===== src/rtl/fetch_unit_pkg.sv =====
// Shared definitions for the fetch unit: FSM state encoding and the
// default widths used by fetch_unit and pc_next_logic.
package fetch_unit_pkg;

  localparam int PC_W_DEF   = 8;   // program counter / ROM address width
  localparam int INST_W_DEF = 9;   // instruction word width
  localparam int CNT_W_DEF  = 16;  // retired-instruction counter width

  typedef enum logic [1:0] {
    IDLE   = 2'd0,
    RUN    = 2'd1,
    HALTED = 2'd2
  } fetch_state_t;

endpackage : fetch_unit_pkg


===== src/rtl/fetch_unit_pc_next_logic.sv =====
// pc_next_logic: combinational next-PC selection for the fetch unit.
// Ports:
//   pc           current fetch address
//   load         take start_addr (Start accepted in IDLE or HALTED)
//   run          FSM is in RUN; redirects and increments only apply here
//   halt_req     stop fetching; PC holds
//   stall        hold the PC
//   jump/target  absolute redirect
//   branch_taken/offset  PC-relative redirect, two's-complement offset
//   pc_next      address to register on the next rising edge
module pc_next_logic
  import fetch_unit_pkg::*;
#(
  parameter int PC_W = PC_W_DEF
) (
  input  logic [PC_W-1:0] pc,
  input  logic            load,
  input  logic [PC_W-1:0] start_addr,
  input  logic            run,
  input  logic            halt_req,
  input  logic            stall,
  input  logic            jump,
  input  logic [PC_W-1:0] target,
  input  logic            branch_taken,
  input  logic [PC_W-1:0] offset,
  output logic [PC_W-1:0] pc_next
);

  // NOTE: pc_next gets a default before any branch so no path leaves it
  // unassigned, which would otherwise infer a latch.
  always_comb begin
    pc_next = pc;
    if (load) begin
      pc_next = start_addr;
    end else if (run) begin
      // Halt outranks stall, which outranks both redirects; sums are kept
      // at PC_W bits so the address wraps modulo 2^PC_W.
      if (halt_req || stall) pc_next = pc;
      else if (jump)         pc_next = target;
      else if (branch_taken) pc_next = pc + offset;
      else                   pc_next = pc + PC_W'(1);
    end
  end

endmodule : pc_next_logic


===== src/rtl/fetch_unit.sv =====
// fetch_unit: instruction fetch sequencer with an IDLE/RUN/HALTED FSM.
// Ports:
//   CLK, Reset         clock and synchronous active-high reset
//   Start, StartAddr   begin execution at StartAddr (IDLE or HALTED only)
//   Stall              hold PC and retire count this cycle
//   Jump, Target       absolute redirect
//   BranchTaken, Offset  relative redirect
//   HaltReq            retire the current instruction, then halt
//   Instruction        combinational ROM data at PC
//   PC                 registered fetch address (ROM address)
//   InstOut            Instruction when InstValid, else zero
//   InstValid          high while in RUN
//   Done               high while in HALTED
//   RetCount           instructions retired since the last Start (saturating)
module fetch_unit
  import fetch_unit_pkg::*;
#(
  parameter int PC_W   = PC_W_DEF,
  parameter int INST_W = INST_W_DEF,
  parameter int CNT_W  = CNT_W_DEF
) (
  input  logic              CLK,
  input  logic              Reset,
  input  logic              Start,
  input  logic [PC_W-1:0]   StartAddr,
  input  logic              Stall,
  input  logic              Jump,
  input  logic [PC_W-1:0]   Target,
  input  logic              BranchTaken,
  input  logic [PC_W-1:0]   Offset,
  input  logic              HaltReq,
  input  logic [INST_W-1:0] Instruction,
  output logic [PC_W-1:0]   PC,
  output logic [INST_W-1:0] InstOut,
  output logic              InstValid,
  output logic              Done,
  output logic [CNT_W-1:0]  RetCount
);

  fetch_state_t    state;
  logic [PC_W-1:0] pc_q;
  logic [PC_W-1:0] pc_next;
  logic [CNT_W-1:0] ret_count;
  logic            load;
  logic            run;

  assign run  = (state == RUN);
  assign load = Start && (state != RUN);

  pc_next_logic #(.PC_W(PC_W)) u_pc_next (
    .pc           (pc_q),
    .load         (load),
    .start_addr   (StartAddr),
    .run          (run),
    .halt_req     (HaltReq),
    .stall        (Stall),
    .jump         (Jump),
    .target       (Target),
    .branch_taken (BranchTaken),
    .offset       (Offset),
    .pc_next      (pc_next)
  );

  // NOTE: state registers use non-blocking assignments so every flop samples
  // the pre-edge values, independent of statement order.
  always_ff @(posedge CLK) begin
    if (Reset) begin
      state     <= IDLE;
      pc_q      <= '0;
      ret_count <= '0;
    end else begin
      pc_q <= pc_next;
      case (state)
        IDLE, HALTED: begin
          if (Start) begin
            state     <= RUN;
            ret_count <= '0;
          end
        end
        RUN: begin
          if (HaltReq) state <= HALTED;
          // The halting instruction retires even if Stall is also high.
          if ((HaltReq || !Stall) && (ret_count != '1))
            ret_count <= ret_count + CNT_W'(1);
        end
        default: state <= IDLE;
      endcase
    end
  end

  // Outputs decode directly from registered state, so they change only on
  // clock edges; InstOut is the sole combinational path (from Instruction).
  assign PC        = pc_q;
  assign RetCount  = ret_count;
  assign InstValid = run;
  assign Done      = (state == HALTED);
  assign InstOut   = run ? Instruction : '0;

endmodule : fetch_unit


===== config.mk =====
export PLATFORM = sky130hd
export DESIGN_NAME = fetch_unit
export DESIGN_NICKNAME = d
export VERILOG_FILES = /design/src/rtl/fetch_unit_pkg.sv /design/src/rtl/fetch_unit_pc_next_logic.sv /design/src/rtl/fetch_unit.sv
export SDC_FILE = /design/constraint.sdc
export NUM_CORES = 1
export LEC_CHECK = 0
export CAP_MARGIN = 20
export CORE_ASPECT_RATIO = 0.9
export CORE_MARGIN = 5
export CORE_UTILIZATION = 49
export CTS_BUF_LIST = sky130_fd_sc_hd__clkbuf_8
export DETAILED_ROUTE_END_ITERATION = 10
export PLACE_DENSITY = 0.88
export SKIP_CTS_REPAIR_TIMING = 1
export SLEW_MARGIN = 10
export SYNTH_ARGS = -nofsm -noshare
export SYNTH_HDL_FRONTEND = slang
export SYNTH_HIERARCHICAL = 1
export SYNTH_SLANG_ARGS = --single-unit

===== constraint.sdc =====
create_clock -name CLK -period 3.1 [get_ports CLK]
set_input_delay 0.31 -clock CLK [delete_from_list [all_inputs] [get_ports CLK]]
set_output_delay 0.31 -clock CLK [all_outputs]
set_load 0.01 [all_outputs]

## Yosys cells after proc, flatten, opt, wreduce, memory -nomap -nowiden

Index checks and enable logic that the tools add are counted.

- Input port bits: 40
- Register bits: 26
- Output and inout bits: 35

- Reduce and logical (&&, ||, !) cells: 12
- Mux-type cells: 12
- Add/sub/neg operators: 3
- Eq/ne operators: 8

Operators with widths:

| cell | number |
|---|---|
| two-way mux 8 bit | 5 |
| two-way mux 16 bit | 2 |
| case mux 16 bit (2 select lines) | 1 |
| adder 16 x 1 -> 16 bit (second input constant) | 1 |
| != test 16 bit (second input constant) | 1 |
| two-way mux 9 bit | 1 |
| adder 8 x 1 -> 8 bit (second input constant) | 1 |
| adder 8 bit | 1 |
| != test 2 bit (second input constant) | 3 |
| two-way mux 2 bit | 2 |
| != test 2 x 1 -> 1 bit (second input constant) | 2 |
| case mux 2 bit (2 select lines) | 1 |
| AND reduction 2 bit | 2 |
| nonzero test 2 bit | 2 |
| AND reduction 3 bit | 1 |
| == test 2 x 1 -> 1 bit (second input constant) | 1 |
| == test 2 bit (second input constant) | 1 |
| logical AND 1 bit | 2 |
| zero test 2 bit | 1 |
| logical OR 1 bit | 2 |
| OR reduction 2 bit | 1 |
| zero test 1 bit | 1 |

## Depth between registers and ports, before layout

Gate-level depths: netlist of the first run.

- Word-level depth: 6
- Mapped depth: 11

## Hierarchy

The synthesis of the first run kept the hierarchy.

Modules (own cells, without submodules):

| module | cells an instance | area an instance (um^2) | instances |
|---|---|---|---|
| fetch_unit | 148 | 1280.0 | 1 |
| pc_next_logic | 103 | 658.1 | 1 |

## Worst setup path before layout of the first run

No wires, ideal clock.

- Kind: reg2reg
- Start: register state[1]
- End: register pc_q[1] (netlist: PC[1])
- Data arrival time: 1.852 ns
- Clock period less this slack: 1.980 ns
- Slack: 1.120 ns
- Buffers on the path: 3
- Stages on the path, launching flop included: 11
- Data required time: 2.972 ns
- Cells stage by stage: dfxtp_1 nand2b_1 buf_6 clkinv_1 clkbuf_1 nor3b_2 buf_2 o211ai_1 o21ai_0 o21ai_1 nor2b_1

- Elaborated cells on any way between the ends: 7
- Classes of those cells: 3 x eq/ne; 1 x mux; 3 x reduce/logical

RTL lines:

| what | line | text |
|---|---|---|
| start, declared | fetch_unit.sv:40 | `fetch_state_t state;` |
| start signal, assigned | fetch_unit.sv:68 | `state <= IDLE;` |
| start signal, assigned | fetch_unit.sv:76 | `state <= RUN;` |
| start signal, assigned | fetch_unit.sv:81 | `if (HaltReq) state <= HALTED;` |
| == test 2 x 1 -> 1 bit | fetch_unit.sv:47 | `assign run = (state == RUN);` |
| net InstValid | fetch_unit.sv:35 | `output logic InstValid,` |
| nonzero test 2 bit (no source line) | n/a |  |
| AND reduction 2 bit (no source line) | n/a |  |
| end signal, assigned | fetch_unit.sv:72 | `pc_q <= pc_next;` |
| end, declared | fetch_unit.sv:41 | `logic [PC_W-1:0] pc_q;` |

The timed path passes the listed nets, and every way through them passes these cells.
A chain may end at the register's enable or synchronous reset.

## Final worst setup path of the first run

- Start: register state[1]
- End: output port InstOut[5]

- Longest elaborated chain between the ends: 2

Ends and longest elaborated chain:

| what | line | text |
|---|---|---|
| == test 2 x 1 -> 1 bit | fetch_unit.sv:47 |  |
| two-way mux 9 bit | fetch_unit.sv:97 | `assign InstOut = run ? Instruction : '0;` |
| end, declared | fetch_unit.sv:34 | `output logic [INST_W-1:0] InstOut,` |

No other way between the ends.

==> metrics.md, run 1 <==
| Metric | Value |
|---|---|
| Number of primary I/O pins | `75` |
| Share of flip-flops with an asynchronous set or reset after synthesis | `0%` |
| Number of setup violations in the final report | `0` |
| Layout Skew | `0.00435 ns` |
| Maximum buffer depth of the clock tree | `2` |
| Synthesized netlist cell count | `251` |
| Global-route wire length before repair | `8960 um` |
| Number of synthesized flops with an enable pin | `0` |
| Sequential Area | `520 um^2` |
| Quantity of I/O buffers inserted on ports | `74` |
| Number of sinks driven by the clock tree | `26` |
| Final sum of negative setup slack | `0 ns` |
| Number of detailed-routing iterations run before antenna repair | `5` |
| Core region area | `3760 um^2` |
| Max VDD drop | `271 uV` |
| Clock latency of the later-clocked register in the worst-skew pair | `0.28 ns` |
| Number of max-slew violations in the final report | `0` |
| Reg-to-reg slack, setup | `0.58 ns` |
| Portion of the clock cycle consumed by the worst path in the final layout | `81.2%` |
| Initial standard-cell utilization of the core | `51.6%` |
| Count of antenna diodes in the layout | `0` |
| Max-cap violation count | `0` |
| Mean cell area of the mapped netlist | `7.72 um^2` |
| Synthesized netlist net count | `300` |
| Routed length per placed instance | `15.9 um` |
| Distinct cell type count after synthesis | `58` |
| Die span in y | `69.7 um` |
| Setup repair after global routing missed its margin | `no` |
| Req. time, crit path | `2.79 ns` |
| Final hold violation count | `0` |
| Number of global-route vias before repair | `1939` |
| Post-route DRC | `0` |
| Nature of the critical path startpoint | `flop` |
| CTS tree | `done` |
| WHS Path Cells | `1` |
| Number of nets in the layout | `370` |
| Multi-input combinational cell area | `1310 um^2` |
| Cell accounting for the most synthesized area | `dfxtp_1` |
| Placed instance count | `362` |
| Full die area | `5320 um^2` |
| WL final | `5820 um` |
| Synth top area cells | `dfxtp_1 27%, ha_1 5.2%, and2_1 4.8%` |
| Share of the core filled with cells in the final layout | `73.0%` |
| Final min period | `2.52 ns` |
| Number of filler instances in the final layout | `310` |
| Flops & latches, synth | `26` |
| Share of Yosys cell area claimed by the top area cell type | `26.9%` |
| H-tree depth reported by CTS | `1` |
| Sort of element at the end of the critical path | `output pin` |
| PD cells | `301 nW/um^2` |
| R2R depth | `8` |
| Max FO, Critical Path | `15` |
| Relative slew slack | `41.8%` |
| Worst Max-Slew Pin Slew | `0.870 ns` |
| Main synth FF type | `dfxtp_1` |
| Weighted congestion reported at the end of routability-driven placement | `0.836` |
| Summed instance area of the synthesized netlist | `1940 um^2` |
| Total via count after detailed routing | `2146` |
| Critical path type | `flop to output pin` |
| GRT Resource Usage Total | `19.9%` |
| Leak Pwr | `0.992 nW` |
| Overall overflow remaining after global route | `0` |
| Sequential-to-total area share from yosys stat | `26.9%` |
| Number of antenna violations at the first check in global routing | `0` |
| FP Rows | `21` |
| Non-Filler Instances | `366` |
| Worst EP arrival | `2.21 ns` |
| HP Class | `flop to flop` |
| DRT antenna net count | `0` |
| Die X | `76.3 um` |
| Maximum number of pins on one net before global-route repair | `17` |
| Layout cell share with drive strength beyond 1 | `6.25%` |
| Maximum frequency from static timing analysis | `397 MHz` |
| Outcome | `completed` |
| First DRT Iteration DRCs | `158` |
| Dpl hpwl | `4400 um` |
| Number of CTS-inserted buffers | `3` |
| Clock tree root buffer cell | `clkbuf_8` |
| Number of synthesis warnings | `6` |
| Growth of design area from synthesis to finish | `41.5%` |
| Average via count per standard cell | `5.86` |
| Clock transition time at the flip-flop clock pins of the worst setup and hold paths | `0.09 ns` |
cell type report:
type | instances | share of cell area, %
flip-flops and latches | 26 | 19.0
repair buffers | 77 | 27.8
inverters | 9 | 1.23
clock buffers | 4 | 2.01
multi-input cells | 204 | 47.9
well taps | 46 | 2.10
synthesized netlist by cell type, types with 2 or more instances:
| master | n |
|---|---|
| mux2i_1 | 3 |
| nor3_1 | 5 |
| buf_2 | 3 |
| nand2b_1 | 7 |
| a21oi_1 | 16 |
| o211ai_1 | 3 |
| a21o_1 | 2 |
| nor4b_1 | 2 |
| or3_1 | 2 |
| nor2b_1 | 12 |
| dfxtp_1 | 26 |
| inv_1 | 8 |
| a211oi_1 | 2 |
| o22ai_1 | 2 |
| or4_1 | 2 |
| nand3_1 | 10 |
| nand4b_1 | 2 |
| o41ai_1 | 3 |
| o21ai_1 | 9 |
| nand2_1 | 22 |
| clkbuf_1 | 4 |
| o31ai_1 | 2 |
| buf_1 | 2 |
| a211oi_2 | 2 |
| o21ai_0 | 12 |
| buf_6 | 3 |
| ha_1 | 8 |
| a31oi_1 | 5 |
| xor2_1 | 2 |
| nor2_1 | 23 |
| and2_1 | 15 |
| nand4_1 | 6 |
layer usage:
| metal | up-vias | routed length, um | track usage (%) |
|---|---|---|---|
| met5 | - | 0 | 0 |
| met1 | 977 | 2500 | 25.3 |
| li1 | 1049 | - | - |
| met4 | 0 | 100 | 6.02 |
| met2 | 110 | 2740 | 33.4 |
| met3 | 10 | 476 | 4.16 |
final timing paths:
kind	startpoint	endpoint
max	state[1]	InstOut[5]
min	RetCount[13]	RetCount[13]
max reg2reg	state[1]	PC[7]
min reg2reg	RetCount[13]	RetCount[13]
worst max-delay path, cell delays in order (launching register included):
cell and delay [ns]:
dfxtp_1 0.33, nand2b_1 0.42, clkinv_1 0.42, and2_1 0.28
clkdlybuf4s50_1 0.48
power by group:
| part | total (mW) | switching [mW] | internal [mW] | leakage (nW) |
|---|---|---|---|---|
| Sequential | 0.354 | 0.0100 | 0.344 | 0.211 |
| Combinational | 0.247 | 0.117 | 0.131 | 0.752 |
| Clock | 0.223 | 0.109 | 0.114 | 0.0288 |
cell usage in the layout (no fill, tap or decap), types with 2 or more instances in the layout:
master,instances
a21oi_1,16
nand3_1,10
a31oi_1,5
or4_1,2
ha_1,8
o31ai_1,2
nor3_1,5
nand2b_1,7
o21ai_0,12
xor2_1,2
o21ai_1,9
a211oi_1,2
nand4b_1,2
nand2_1,22
mux2i_1,3
nor2_1,23
and2_1,15
o211ai_1,3
or3_1,2
buf_4,3
nor4b_1,2
clkbuf_8,4
dfxtp_1,26
a211oi_2,2
clkdlybuf4s50_1,74
a21o_1,2
inv_1,8
o41ai_1,3
nand4_1,6
nor2b_1,12
o22ai_1,2
cells by family after synthesis:
logic type,synth area share [%]
XOR/XNOR,1.36
AO/OA/AOI/OAI,24.0
flip-flops,26.9
multiplexers,1.55
buffers and inverters,5.42
adder cells (fa/ha/maj),6.20
AND/OR/NAND/NOR,34.6
state kept, by name, summed over array words and instances, names as in the netlist:
signal    flops
PC            8
RetCount     16
state         2
stage by stage:
step	setup WS [ns]	power [mW]	hold slack [ns]	area (um^2)
final	0.581	0.824	0.528	2740
after global routing	0.461	0.860	0.561	2740
after CTS	0.579	0.822	0.531	2740
after detailed placement	0.433	0.605	0.518	2690
after global placement	0.506	0.600	0.498	2690
after floorplan	1.12	0.495	0.410	1940
Power figures use the tool's default switching activity.
==> run 2: changes to the inputs <==
--- a/config.mk
+++ b/config.mk
@@ -8,10 +8,10 @@
 export CAP_MARGIN = 20
 export CORE_ASPECT_RATIO = 0.9
 export CORE_MARGIN = 5
-export CORE_UTILIZATION = 49
+export CORE_UTILIZATION = 45
 export CTS_BUF_LIST = sky130_fd_sc_hd__clkbuf_8
 export DETAILED_ROUTE_END_ITERATION = 10
-export PLACE_DENSITY = 0.88
+export PLACE_DENSITY = 0.82
 export SKIP_CTS_REPAIR_TIMING = 1
 export SLEW_MARGIN = 10
 export SYNTH_ARGS = -nofsm -noshare
==> constraint.sdc (replaced) <==
create_clock -name CLK -period 2.4 [get_ports CLK]
set_input_delay 0.24 -clock CLK [delete_from_list [all_inputs] [get_ports CLK]]
set_output_delay 0.24 -clock CLK [all_outputs]
set_load 0.01 [all_outputs]
==> metrics.md, run 2 (synthesized netlist as in run 1, its figures left out) <==
| Metric | Value |
|---|---|
| Quantity of I/O buffers inserted on ports | `74 (unchanged)` |
| Most common library cell in the layout ignoring fill and taps | `clkdlybuf4s50_1` |
| Final sum of negative setup slack | `0 ns (unchanged)` |
| Outcome | `completed` |
| H-tree depth reported by CTS | `1 (unchanged)` |
| Maximum number of pins on one net before global-route repair | `25 (+8)` |
| Worst EP arrival | `2.45 ns (+0.24 ns)` |
| Nature of the critical path startpoint | `input port` |
| PD cells | `381 nW/um^2 (+27%)` |
| Number of max-slew violations in the final report | `0 (unchanged)` |
| DRT antenna net count | `0 (unchanged)` |
| CTS tree | `done` |
| Die span in y | `72.3 um (+3.7%)` |
| Maximum buffer depth of the clock tree | `2 (unchanged)` |
| Routed length per placed instance | `15.0 um (-5.8%)` |
| Max FO, Critical Path | `5 (-10)` |
| HP Class | `flop to flop` |
| Max reg flops | `16 (unchanged)` |
| Overall overflow remaining after global route | `0 (unchanged)` |
| Number of filler instances in the final layout | `356 (+15%)` |
| Critical path type | `input port to flop` |
| Core region area | `4130 um^2 (+9.9%)` |
| Layout Skew | `0.00204 ns (-0.00230 ns)` |
| Final hold violation count | `0 (unchanged)` |
| Post-route DRC | `0 (unchanged)` |
| Number of antenna violations at the first check in global routing | `0 (unchanged)` |
| Placed instance count | `372 (+2.8%)` |
| Req. time, crit path | `2.56 ns (-0.23 ns)` |
| Total power | `1.08 mW (+30%)` |
| Worst Max-Slew Pin Slew | `0.630 ns (-0.240 ns)` |
| Maximum frequency from static timing analysis | `438 MHz` |
| Initial standard-cell utilization of the core | `46.9% (-4.6 points)` |
| FP Rows | `22 (+4.8%)` |
| Growth of design area from synthesis to finish | `45.5%` |
| GRT Resource Usage Total | `20.2% (+0.38 points)` |
| WL final | `5630 um (-3.2%)` |
| Weighted congestion reported at the end of routability-driven placement | `0.866 (+3.6%)` |
| Clock tree root buffer cell | `clkbuf_8` |
| Max VDD drop | `348 uV (+28%)` |
| Layout cell share with drive strength beyond 1 | `8.54% (+2.3 points)` |
| Number of global-route vias before repair | `2032 (+4.8%)` |
| Clock latency of the later-clocked register in the worst-skew pair | `0.27 ns (about the same)` |
| Global-route wire length before repair | `9470 um (+5.8%)` |
| Die X | `79.2 um (+3.8%)` |
| Full die area | `5720 um^2 (+7.6%)` |
| Number of nets in the layout | `378 (+2.2%)` |
| First DRT Iteration DRCs | `165 (+4.4%)` |
| Relative slew slack | `57.9% (+16 points)` |
| Total via count after detailed routing | `2130 (-0.75%)` |
| Share of the core filled with cells in the final layout | `68.3% (-4.7 points)` |
| Average via count per standard cell | `5.66 (-3.4%)` |
| Number of primary I/O pins | `75 (unchanged)` |
| Clock transition time at the flip-flop clock pins of the worst setup and hold paths | `0.09 ns (about the same)` |
| Number of CTS-inserted buffers | `3 (unchanged)` |
| Leak Pwr | `1.04 nW (+5.1%)` |
| Sort of element at the end of the critical path | `flop` |
| Non-Filler Instances | `376 (+2.7%)` |
| Portion of the clock cycle consumed by the worst path in the final layout | `95.2%` |
| Setup repair after global routing missed its margin | `no` |
| Final worst setup slack | `0.116 ns (-0.465 ns)` |
| Dpl hpwl | `4320 um (-1.9%)` |
| Count of antenna diodes in the layout | `0 (unchanged)` |
| Number of setup violations in the final report | `0 (unchanged)` |
| Final min period | `2.28 ns` |
| Max-cap violation count | `0 (unchanged)` |
| Worst setup slack before clock tree synthesis | `-0.124 ns (-0.557 ns)` |
| Number of detailed-routing iterations run before antenna repair | `5 (unchanged)` |
| Commonest cells after routing, fill and taps aside | `74 x clkdlybuf4s50_1, 26 x dfxtp_1, 23 x nor2_1, 22 x nand2_1, 16 x a21oi_1` |
| Number of sinks driven by the clock tree | `26 (unchanged)` |
==> run 2: changes by cell type in the layout (fill, tap and decap cells not counted), sizes merged <==
cell  before  now
buf        3   11
==> run 2: final cells by class <==
class | instances | area [um^2] | area share, %
well taps | 48 | 60.1 | 2.13
multi-input cells | 204 | 1330 | 47.1
repair buffers | 85 | 823 | 29.2
inverters | 9 | 33.8 | 1.20
flip-flops and latches | 26 | 520 | 18.5
clock buffers | 4 | 55.1 | 1.95
==> run 2: stage by stage <==
| stage | hold slack (ns) | instance area (um^2) |
|---|---|---|
| 6_report | 0.512 | 2820 |
| 5_1_grt | 0.541 | 2820 |
| 4_1_cts | 0.510 | 2810 |
| 3_5_place_dp | 0.497 | 2750 |
| 3_3_place_gp | 0.507 | 2750 |
| 2_1_floorplan | 0.340 | 1940 |
==> run 2: worst paths after layout <==
path                              startpoint           end  slack [ns]  cells past startpoint
worst max-delay path             BranchTaken         PC[6]        0.12                     11
worst min register to register  RetCount[13]  RetCount[13]        0.51                      1
worst max register to register   RetCount[1]  RetCount[12]        0.28                      6
worst min-delay path            RetCount[13]  RetCount[13]        0.51                      1
==> run 2: where the power goes <==
group | switching [mW] | total, mW | internal (mW)
sequential | 0.0114 | 0.456 | 0.444
combinational | 0.153 | 0.334 | 0.180
clock | 0.140 | 0.286 | 0.147
==> run 2: critical path, stage by stage <==
cell	delay, ns
clkdlybuf4s50_1	0.51
nand2b_1	0.12
ha_1	0.16
inv_1	0.06
fa_1	0.38
nor2b_1	0.22
o31a_2	0.19
mux2i_1	0.19
o211ai_1	0.10
o311a_1	0.15
nor2b_1	0.12
==> run 2: layer usage <==
layer / up-vias / share of wire, % / global-route usage, %
met5: - / 0 / 0
met4: 0 / 0.71 / 5.73
met3: 2 / 6.5 / 4.09
met2: 67 / 47 / 33.1
met1: 986 / 46 / 27.1
li1: 1075 / - / -
